<file path="src/rtl/bs_rotate_scheduler.sv">
// ---------------------------------------------------------------------------
// bs_rotate_scheduler
//
// Purpose:
//   This is a multi-cycle rotate engine that two requesters share. A
//   round-robin arbiter in IDLE picks one request. The request's operand,
//   amount, direction and id are latched. The operand is then rotated by at
//   most STEP positions per RUN cycle. The result is presented on a
//   valid/ready handshake and tagged with the id of its requester.
//
// Configuration:
//   BS_SHIFT_MODE_EN  when defined, adds i_req0_shift / i_req1_shift. With
//                     shift=1 the engine performs a logical (zero-fill) shift
//                     instead of a rotate.
//
// Ports:
//   i_clk, i_rst                 clock (rising edge), async active-high reset
//   i_reqN_valid / o_reqN_ready  request handshake for requester N (0/1)
//   i_reqN_A, i_reqN_k           operand and rotate amount (0..WIDTH-1)
//   i_reqN_left                  direction: 1=left, 0=right
//   i_reqN_shift                 (BS_SHIFT_MODE_EN only) 1=logical shift
//   o_valid / i_ready            result handshake
//   o_Y, o_id                    result and owning requester id
//   o_busy                       high whenever the engine is not idle
// ---------------------------------------------------------------------------
module bs_rotate_scheduler #(
    parameter int unsigned WIDTH = 8,
    parameter int unsigned KW    = $clog2(WIDTH),
    parameter int unsigned STEP  = 2
) (
    input  logic             i_clk,
    input  logic             i_rst,
    input  logic             i_req0_valid,
    output logic             o_req0_ready,
    input  logic [WIDTH-1:0] i_req0_A,
    input  logic [KW-1:0]    i_req0_k,
    input  logic             i_req0_left,
`ifdef BS_SHIFT_MODE_EN
    input  logic             i_req0_shift,
    input  logic             i_req1_shift,
`endif
    input  logic             i_req1_valid,
    output logic             o_req1_ready,
    input  logic [WIDTH-1:0] i_req1_A,
    input  logic [KW-1:0]    i_req1_k,
    input  logic             i_req1_left,
    output logic             o_valid,
    input  logic             i_ready,
    output logic [WIDTH-1:0] o_Y,
    output logic             o_id,
    output logic             o_busy
);

    typedef enum logic [1:0] {StIdle, StRun, StDone} state_e;

    state_e state_q, state_d;

    // Working registers
    logic [WIDTH-1:0] data_q;
    logic [KW-1:0]    rem_q;
    logic             left_q;
    logic             shift_q;
    logic             id_q;
    logic             ptr_q;     // id of the last granted requester

    // Arbitration and request selection
    logic             any_req;
    logic             grant;
    logic             accept;
    logic [WIDTH-1:0] sel_a;
    logic [KW-1:0]    sel_k;
    logic             sel_left;
    logic             sel_shift;

    // Per-cycle rotator
    logic               last_step;
    logic [KW-1:0]      step_amt;
    logic [2*WIDTH-1:0] dbl;
    logic [2*WIDTH-1:0] dbl_sh;
    logic [WIDTH-1:0]   rot_res;
    logic [WIDTH-1:0]   lsh_res;
    logic [WIDTH-1:0]   step_res;

    // ------------------------------------------------------------------
    // Arbiter: a lone requester wins; on a tie the one not granted last wins.
    // ------------------------------------------------------------------
    always_comb begin
        any_req = i_req0_valid | i_req1_valid;
        grant   = (i_req0_valid & i_req1_valid) ? ~ptr_q : i_req1_valid;
        accept  = (state_q == StIdle) & any_req;

        sel_a    = grant ? i_req1_A    : i_req0_A;
        sel_k    = grant ? i_req1_k    : i_req0_k;
        sel_left = grant ? i_req1_left : i_req0_left;
`ifdef BS_SHIFT_MODE_EN
        sel_shift = grant ? i_req1_shift : i_req0_shift;
`else
        sel_shift = 1'b0;
`endif
    end

    // ------------------------------------------------------------------
    // FSM: state register
    // ------------------------------------------------------------------
    always_ff @(posedge i_clk or posedge i_rst) begin
        if (i_rst) begin
            state_q <= StIdle;
        end else begin
            state_q <= state_d;
        end
    end

    // ------------------------------------------------------------------
    // FSM: next state
    // ------------------------------------------------------------------
    always_comb begin
        state_d = state_q;
        unique case (state_q)
            StIdle: begin
                if (accept) begin
                    state_d = (sel_k == '0) ? StDone : StRun;
                end
            end
            StRun: begin
                if (last_step) begin
                    state_d = StDone;
                end
            end
            StDone: begin
                if (i_ready) begin
                    state_d = StIdle;
                end
            end
            default: state_d = StIdle;
        endcase
    end

    // ------------------------------------------------------------------
    // FSM: outputs
    // ------------------------------------------------------------------
    always_comb begin
        o_req0_ready = (state_q == StIdle) & any_req & ~grant;
        o_req1_ready = (state_q == StIdle) & any_req & grant;
        o_valid      = (state_q == StDone);
        o_busy       = (state_q != StIdle);
    end

    assign o_Y  = data_q;
    assign o_id = id_q;

    // ------------------------------------------------------------------
    // Step rotator. The operand is doubled, so bits shifted out of one copy
    // come back in from the other, and that gives the rotate.
    // ------------------------------------------------------------------
    always_comb begin
        last_step = (rem_q <= KW'(STEP));
        step_amt  = last_step ? rem_q : KW'(STEP);
        dbl       = {data_q, data_q};
        if (left_q) begin
            dbl_sh  = dbl << step_amt;
            rot_res = dbl_sh[2*WIDTH-1:WIDTH];
            lsh_res = data_q << step_amt;
        end else begin
            dbl_sh  = dbl >> step_amt;
            rot_res = dbl_sh[WIDTH-1:0];
            lsh_res = data_q >> step_amt;
        end
        step_res = shift_q ? lsh_res : rot_res;
    end

    // ------------------------------------------------------------------
    // Working registers
    // ------------------------------------------------------------------
    always_ff @(posedge i_clk or posedge i_rst) begin
        if (i_rst) begin
            data_q  <= '0;
            rem_q   <= '0;
            left_q  <= 1'b0;
            shift_q <= 1'b0;
            id_q    <= 1'b0;
            ptr_q   <= 1'b1;  // req0 wins the first tie
        end else if (accept) begin
            data_q  <= sel_a;
            rem_q   <= sel_k;
            left_q  <= sel_left;
            shift_q <= sel_shift;
            id_q    <= grant;
            ptr_q   <= grant;
        end else if (state_q == StRun) begin
            data_q <= step_res;
            rem_q  <= rem_q - step_amt;
        end
    end

endmodule
</file>
<file path="config.mk">
export PLATFORM = sky130hd
export DESIGN_NAME = bs_rotate_scheduler
export DESIGN_NICKNAME = d
export VERILOG_FILES = /design/src/rtl/bs_rotate_scheduler.sv
export SDC_FILE = /design/constraint.sdc
export NUM_CORES = 1
export LEC_CHECK = 0
export ABC_AREA = 0
export BUFFER_PORTS_ARGS = -buffer_cell sky130_fd_sc_hd__buf_4
export CORE_MARGIN = 3
export CORE_UTILIZATION = 54
export CTS_BUF_LIST = sky130_fd_sc_hd__clkbuf_2 sky130_fd_sc_hd__clkbuf_4 sky130_fd_sc_hd__clkbuf_8
export DETAILED_ROUTE_END_ITERATION = 16
export HOLD_SLACK_MARGIN = 0.08
export PLACE_DENSITY = 0.9
export SYNTH_ARGS = -nofsm -noshare
export SYNTH_HDL_FRONTEND = slang
export SYNTH_SLANG_ARGS = --single-unit
</file>
<file path="constraint.sdc">
create_clock -name i_clk -period 3.5 [get_ports i_clk]
set_clock_uncertainty 0.1 [all_clocks]
set_input_delay 0.35 -clock i_clk [delete_from_list [all_inputs] [get_ports i_clk]]
set_output_delay 0.35 -clock i_clk [all_outputs]
set_load 0.005 [all_outputs]
</file>
==> results.env, run 1 <==
CLOCK_TREE_FROM_TRITONCTS='built'
TOP_USAGE_LAYER='met2'
FP.DIEAREA_SQ_MM=0.00323
IR_DROP_WORST_VDD_V=0.000624
CELLS_ALONG_THE_CRITICAL_PATH='a21boi_2 -> and2_1 -> buf_4'
STATUS='finished, final reports clean'
DRIVE_GT1_SHARE_PCT=29.1
CLKTRANSATPATHREGS_NS=0.10
CP_DATA_ARRIVAL_TIME_NS=1.59
DRT.ANTENNA.VIOLATING_NETS=0
SYNTH-WARNING-COUNT=0
STATIC-LEAKAGE-POWER_uW=0.000723
PERIOD_MINUS_SLACK_NS=2.04
POSTSYNTHNETCOUNT=195
YS_ASYNC_SR_FRACTION_PCT=100
SETUP_VIOL=0
GRT_SETUP_UNREPAIRED='no'
CRITICAL_PATH.TOP_DELAY_FAMILY='compound AO/OA/AOI/OAI gates'
MAX-CAP-VIOLATIONS=0
WIRELENGTH_UM=3950
TOTAL_NEGATIVE_SETUP_SLACKS_NS=0
ANTENNA_CELLS_INSERTED=0
CTS_INSERTED_BUFFERS=3
POST_SYNTHESIS_XOR_XNOR_AREA_FRACTION_PCT=0.627
POST-PLACE-WS_NS=1.57
STD_CELL_ROWS=17
GRT_MAX_DEGREE=22
CTS_ROOT_BUF='clkbuf_4'
P_PER_AREA_mW_PER_MM2=901
NETLIST_AREA_SQ_MM=0.00140
SYNTH_SEQUENTIAL_AREA_RATIO_PCT=28.7
NET_COUNT_FINAL=227
GLOBALROUTEOVERFLOWTOTAL=0
FIRST_GLOBAL_VIAS=1401
SYNTH_COMMON_CELLS='dfrtp_1 (15), nor2_1 (15), o21ai_0 (13), inv_1 (7)'
TOTAL_VIA_COUNT_AFTER_DETAILED_ROUTING=1477
CTSRESIZECOUNT=0
YS_SEQ_ELEMENTS=16
IOPINCOUNT=42
GLOBALROUTETOTALUTIL_PCT=24.7
CTS_HTREE_LEVELS=1
CP_DATA_REQUIRED_TIME_NS=3.05
GRTUSAGEMET3_PCT=3.91
WORST_PIN_SLEW_NS=0.650
CTS_NUM_SINKS=16
SYNTHESIS.INSTANCES=165
FMAX_MHz=491
INITIAL_UTILIZATION_PCT=59.7
AREA.GROWTH.SYNTH_TO_FINAL_PCT=19.8
FLOORPLAN.DIE.HEIGHT_UM=56.9
SYNTH.AVG_CELL_AREA_SQ_UM=8.47
DRCVIOLATIONCOUNT=0
SYNTH_TOP_CELL_BY_AREA='dfrtp_1'
CLOCK_LATENCY_NS=0.29
SLEW_VIOLATIONS=0
SHARE_OF_THE_SYNTHESIZED_AREA_IN_THE_TOP_CELL_TYPE_PCT=26.9
CRITICAL_PATH_PEAK_FANOUT=15
YS_TOP_CELLS_BY_AREA='dfrtp_1 (27%), o21ai_0 (4.7%), buf_6 (4.0%)'
WORST_SETUP_PATH_END_KIND='output port'
HOLD_VIOL_FINAL=0
POST_SYNTH_FA_HA_MAJ_AREA_FRACTION_PCT=0.895
CLOCKBUFFERDEPTH=2
DIE-WIDTH_UM=56.9
PORT_BUFFERS=41
ITERATION_COUNT_OF_THE_INITIAL_DETAILED_ROUTING_PASS=4
GRT_UTIL_MET1_PCT=32.4
FINALWEIGHTEDCONGESTION=0.890
GRTUSAGEMET2_PCT=41.1
POST-DP-HPWL_UM=2930
WS_PATH_TYPE='reg -> out'
SYNTH_FF_TYPE='dfrtp_1'
DRTITER0DRC=142
STAGE_DELAY_OF_THE_SLOWEST_CELL_ON_THE_CRITICAL_PATH_NS=0.52
VIAS_PER_CELL=6.59
SYNTH-SIMPLE-AREA-SHARE_PCT=25.0
SYNTH_COMPOUND_AREA_SHARE_PCT=32.3
SYNTH_MUX_AREA_SHARE_PCT=2.24
POST_SYNTH_EDFFS=0
SETUP_WS_NS=1.46
YOSYSUNIQUECELLTYPES=53
MAXSLEWHEADROOM_PCT=56.4
POST-PLACE-CELLS=219
FINAL_PERIOD_UTIL_PCT=58.2
GRT_FIRST_PASS_WIRELENGTH_UM=6380
CORE_AREA_SQ_MM=0.00234
TIMING.CRITICAL_PATH.FROM_TYPE='register'
PATH_BUF_INV=1
PER_CELL_ROUTED_WIRE_LENGTH_UM=17.6
MAIN_COMBINATIONAL_CELL_FAMILY_BY_AREA_AFTER_SYNTHESIS='compound AO/OA/AOI/OAI gates'
ANTENNA_FOUND_INITIAL=0
HOLDCRITPATHCLASS='in -> reg'
SLOWEST_STAGE='a21boi_2'
LAYOUTNONFILLERINSTCOUNT=224
## cell families after synthesis
| group | after synthesis |
|---|---|
| compound gates | 62 |
| simple gates | 59 |
| buf+inv | 22 |
| flops | 16 |
| mux | 3 |
| fa+ha+maj | 1 |
| other cells | 1 |
| xor+xnor | 1 |
## worst register-to-register path, stage by stage (launching register included)
cell	delay, ns
dfrtp_1	0.51
nor3_2	0.27
or2_1	0.38
nor2_2	0.14
a221o_1	0.32
## stage by stage
stage          hold slack [ns]  total power, uW  util, %  cell area, sq um
2_1_floorplan            0.163             1140        -              1400
3_3_place_gp             0.364             1310     69.6              1630
3_5_place_dp             0.370             1360     69.6              1630
4_1_cts                  0.182             1490     71.6              1670
5_1_grt                  0.186             1620     71.6              1670
6_report                 0.181             1510     71.6              1670
## power by group
group	internal (uW)	switching, uW
registers	283	224
logic	440	437
clock network	63.4	62.2
## timing repair
item | in CTS | in global routing
hold endpoints to repair | 15 | 0
setup buffers | 0 | 0
hold buffers | 1 | 0
## state kept, by name, summed over array words and instances (netlist names)
name and flops:
o_Y 8, left_q 1, o_id 1, rem_q 3
state_q 2, ptr_q 1
## cell usage in the layout (no fill, tap or decap), types with 2 or more instances in the layout
master / netlist / routed
a211oi_1: 3 / 3
a221o_1: 5 / 5
a31oi_1: 3 / 3
o21ai_0: 13 / 13
nor2_1: 15 / 15
mux2i_1: 2 / 2
buf_4: 2 / 41
o21ai_1: 3 / 3
nand3b_1: 2 / 2
nor2b_1: 6 / 6
nand2_1: 6 / 6
o32ai_1: 4 / 4
a21oi_1: 6 / 6
and3_1: 6 / 6
nand2b_1: 6 / 6
a221oi_1: 2 / 2
nor3b_1: 3 / 3
dfrtp_1: 15 / 15
a32oi_1: 4 / 4
clkbuf_4: 1 / 3
nor3_1: 3 / 3
a21o_1: 3 / 3
o22ai_1: 5 / 5
a211oi_2: 2 / 2
inv_1: 7 / 7
nor4b_1: 2 / 2
## per-layer routing
layer,up-vias,share of wire (%)
li1,681,-
met1,684,41
met2,98,48
met3,14,9.6
met4,0,1.7
met5,-,0
## final timing paths
check	startpoint	to	slack [ns]	depth (start not counted)
min reg2reg	o_id	o_id	0.39	1
min	i_req0_left	left_q	0.18	2
min in group asynchronous	i_rst	o_Y[4]	0.61	3
max in group asynchronous	i_rst	o_Y[1]	2.28	3
max reg2reg	state_q[0]	o_Y[4]	1.67	4
max	ptr_q	o_req1_ready	1.46	3
## cell type report
class / instances / area, sq um
fillers: 174 / 666
repair buffers: 42 / 318
multi-input cells: 127 / 857
inverters: 7 / 26.3
clock buffers: 4 / 36.3
flip-flops and latches: 16 / 402
well taps: 28 / 35.0
No activity file was read; power rests on OpenSTA's default activity.
==> run 2: changes to the inputs <==
- CORE_UTILIZATION: 54 -> 48
- PLACE_DENSITY: 0.9 -> 0.85
- clock period: 3.5 -> 1.78 ns (I/O delays scaled with it)
==> results.env, run 2 (same netlist as run 1, synthesis figures left out) <==
GLOBALROUTETOTALUTIL_PCT=23.2  # -1.5 points
POWER.SWITCHING_uW=1440  # +100%
SETUP_WS_NS=0.0813  # -1.38 ns
AREA.GROWTH.SYNTH_TO_FINAL_PCT=28.1
ANTENNA_FOUND_INITIAL=0  # unchanged
POWER.SHARE.SEQUENTIAL_PCT=30.4  # -3.2 points
HOLD_VIOL_FINAL=0  # unchanged
CTS_INSERTED_BUFFERS=3  # unchanged
SW_FRAC_OF_TOTAL_PCT=46.0  # -1.9 points
CLOCK_LATENCY_NS=0.30  # about the same
VIAS_PER_CELL=6.16  # -6.5%
CP_DATA_ARRIVAL_TIME_NS=1.42  # -0.17 ns
HOLDCRITPATHCLASS='in -> reg'
NET_COUNT_FINAL=239  # +5.3%
DIE-WIDTH_UM=60.0  # +5.4%
CORE_AREA_SQ_MM=0.00261  # +12%
MAXSLEWHEADROOM_PCT=57.1  # +0.67 points
WORST_SETUP_PATH_END_KIND='output port'
GRT_FIRST_PASS_WIRELENGTH_UM=6380  # unchanged
STD_CELL_ROWS=18  # +1
CELLS_ALONG_THE_CRITICAL_PATH='a21boi_2 -> and2_1 -> buf_4'
PORT_BUFFERS=41  # unchanged
STATIC-LEAKAGE-POWER_uW=0.000780  # +8.0%
PERIOD_MINUS_SLACK_NS=1.70
DRT.ANTENNA.VIOLATING_NETS=0  # unchanged
CTS_NUM_SINKS=16  # unchanged
POST-DP-HPWL_UM=3030  # +3.6%
FINAL_PERIOD_UTIL_PCT=95.4
COMB_POWER_SHARE_PCT=61.6  # +3.5 points
IR_DROP_WORST_VDD_V=0.00111  # +77%
ITERATION_COUNT_OF_THE_INITIAL_DETAILED_ROUTING_PASS=4  # unchanged
IOPINCOUNT=42  # unchanged
TOTAL_VIA_COUNT_AFTER_DETAILED_ROUTING=1467  # -0.68%
WS_PATH_TYPE='reg -> out'
FMAX_MHz=589
CLKTRANSATPATHREGS_NS=0.10  # about the same
PER_CELL_ROUTED_WIRE_LENGTH_UM=16.4  # -6.7%
DRIVE_GT1_SHARE_PCT=35.6  # +6.5 points
P_PER_AREA_mW_PER_MM2=1750  # +94%
LAYOUT_FILLER_CELL_COUNT=215  # +24%
SHARE_CLK_OF_TOTAL_POWER_PCT=8.0  # -0.3 points
FF_TO_FF_SETUP_SLACK_NS=0.09  # -1.58 ns
NUMBER_OF_BUFFERS_ADDED_FOR_SETUP_AFTER_CTS=0  # unchanged
SETUP_VIOL=0  # unchanged
POST-PLACE-CELLS=231  # +5.5%
GRT_SETUP_UNREPAIRED='no'
DRTITER0DRC=89  # -37%
FLIP_FLOP_COUNT_OF_THE_LARGEST_REGISTER_ALL_COPIES_AND_WORDS_ADDED=8  # unchanged
INITIAL_UTILIZATION_PCT=53.5  # -6.2 points
CTS_HTREE_LEVELS=1  # unchanged
CTS_ROOT_BUF='clkbuf_4'
MAX-CAP-VIOLATIONS=0  # unchanged
DRCVIOLATIONCOUNT=0  # unchanged
LAYOUTNONFILLERINSTCOUNT=238  # +6.3%
CRITICAL_PATH_PEAK_FANOUT=9  # -6
MULTIINPUTGATEAREA_SQ_UM=872  # +1.8%
CP_DATA_REQUIRED_TIME_NS=1.50  # -1.55 ns
MIN-DELAY-START='i_req1_k[1]'
R2R-START='rem_q[1]'
CLOCK_TREE_FROM_TRITONCTS='built'
GRT_MAX_DEGREE=22  # unchanged
FLOORPLAN.DIE.HEIGHT_UM=60.0  # +5.4%
CLOCKBUFFERDEPTH=2  # unchanged
POST-PLACE-WS_NS=-0.0281  # -1.60 ns
WIRELENGTH_UM=3910  # -0.89%
ANTENNA_CELLS_INSERTED=0  # unchanged
SLEW_VIOLATIONS=0  # unchanged
FIRST_GLOBAL_VIAS=1452  # +3.6%
LAYOUT_COMMON_CELLS='buf_4 (51), nor2_1 (14), o21ai_0 (13)'
SLOWEST_STAGE='dfstp_2'
FINALWEIGHTEDCONGESTION=0.913  # +2.6%
GLOBALROUTEOVERFLOWTOTAL=0  # unchanged
MOSTFREQUENTLAYOUTCELL='buf_4'
SEQUENTIAL_AREA_SQ_UM=405  # +0.93%
STAGE_DELAY_OF_THE_SLOWEST_CELL_ON_THE_CRITICAL_PATH_NS=0.39  # -0.13 ns
WORST_PIN_SLEW_NS=0.644  # -0.00687 ns
FP.DIEAREA_SQ_MM=0.00360  # +11%
CELL_INTERNAL_PWR_uW=1690  # +120%
TIMING.CRITICAL_PATH.FROM_TYPE='register'
CRITICAL_PATH.STARTPOINT='ptr_q'
STATUS='finished, final reports clean'
==> run 2: cell types whose count changed in the layout (fill, tap and decap cells not counted), sizes merged <==
cell         delta
buf            +10
dlygate4sd3     +2
==> run 2: path summary, 6_finish.rpt <==
check                                     to  cells past startpoint
worst max-delay path            o_req1_ready                      3
worst min-delay path                rem_q[1]                      3
worst max register to register        o_Y[0]                      4
worst min register to register          o_id                      1
max in group asynchronous           rem_q[0]                      3
min in group asynchronous               o_id                      3
==> run 2: metal layers <==
metal	share of wire, %	global-route usage [%]	vias up
met5	0	0	-
met4	1.9	11.1	0
met3	6.3	3.46	9
met2	49	38.4	57
met1	42	29.3	695
li1	-	-	706
==> run 2: final cells by class <==
cell class                 count  share of cell area [%]
inverter                       7                    1.47
tap                           30                    2.10
sequential                    16                    22.6
timing repair buffer          54                    23.1
multi-input combinational    127                    48.7
clock buffer                   4                    2.03
==> run 2: through the flow <==
stage	setup TNS (ns)	total power, uW	hold slack (ns)	util (%)	area [sq um]
CTS	0	3070	0.0961	67.9	1770
global route	0	3380	0.104	68.5	1790
global placement	0	2730	0.188	65.3	1710
finish	0	3140	0.0934	68.5	1790
detailed placement	-0.0281	2810	0.198	65.3	1710
floorplan	0	2250	-0.00898	-	1400
==> run 2: what timing repair did <==
action	4_1_cts	5_1_grt
endpoints found under the setup margin	1	5
hold buffers	3	0
resized for setup	1	6
pin swaps	0	1
hold endpoints to repair	17	0
==> run 2: power by group through the flow <==
stage	Combinational, uW	Sequential (uW)	Clock [uW]
floorplan	1520	729	0
global placement	1820	909	0
detailed placement	1880	926	0
CTS	1900	922	255
global route	2120	983	272
finish	1930	953	250
==> run 2: critical path, delay by kind of cell (launching register included) <==
family,cells,cell delay (ns)
and+or+nand+nor,1,0.25
DFF,1,0.39
buffers and inverters,1,0.13
AOI/OAI and AO/OA,1,0.35
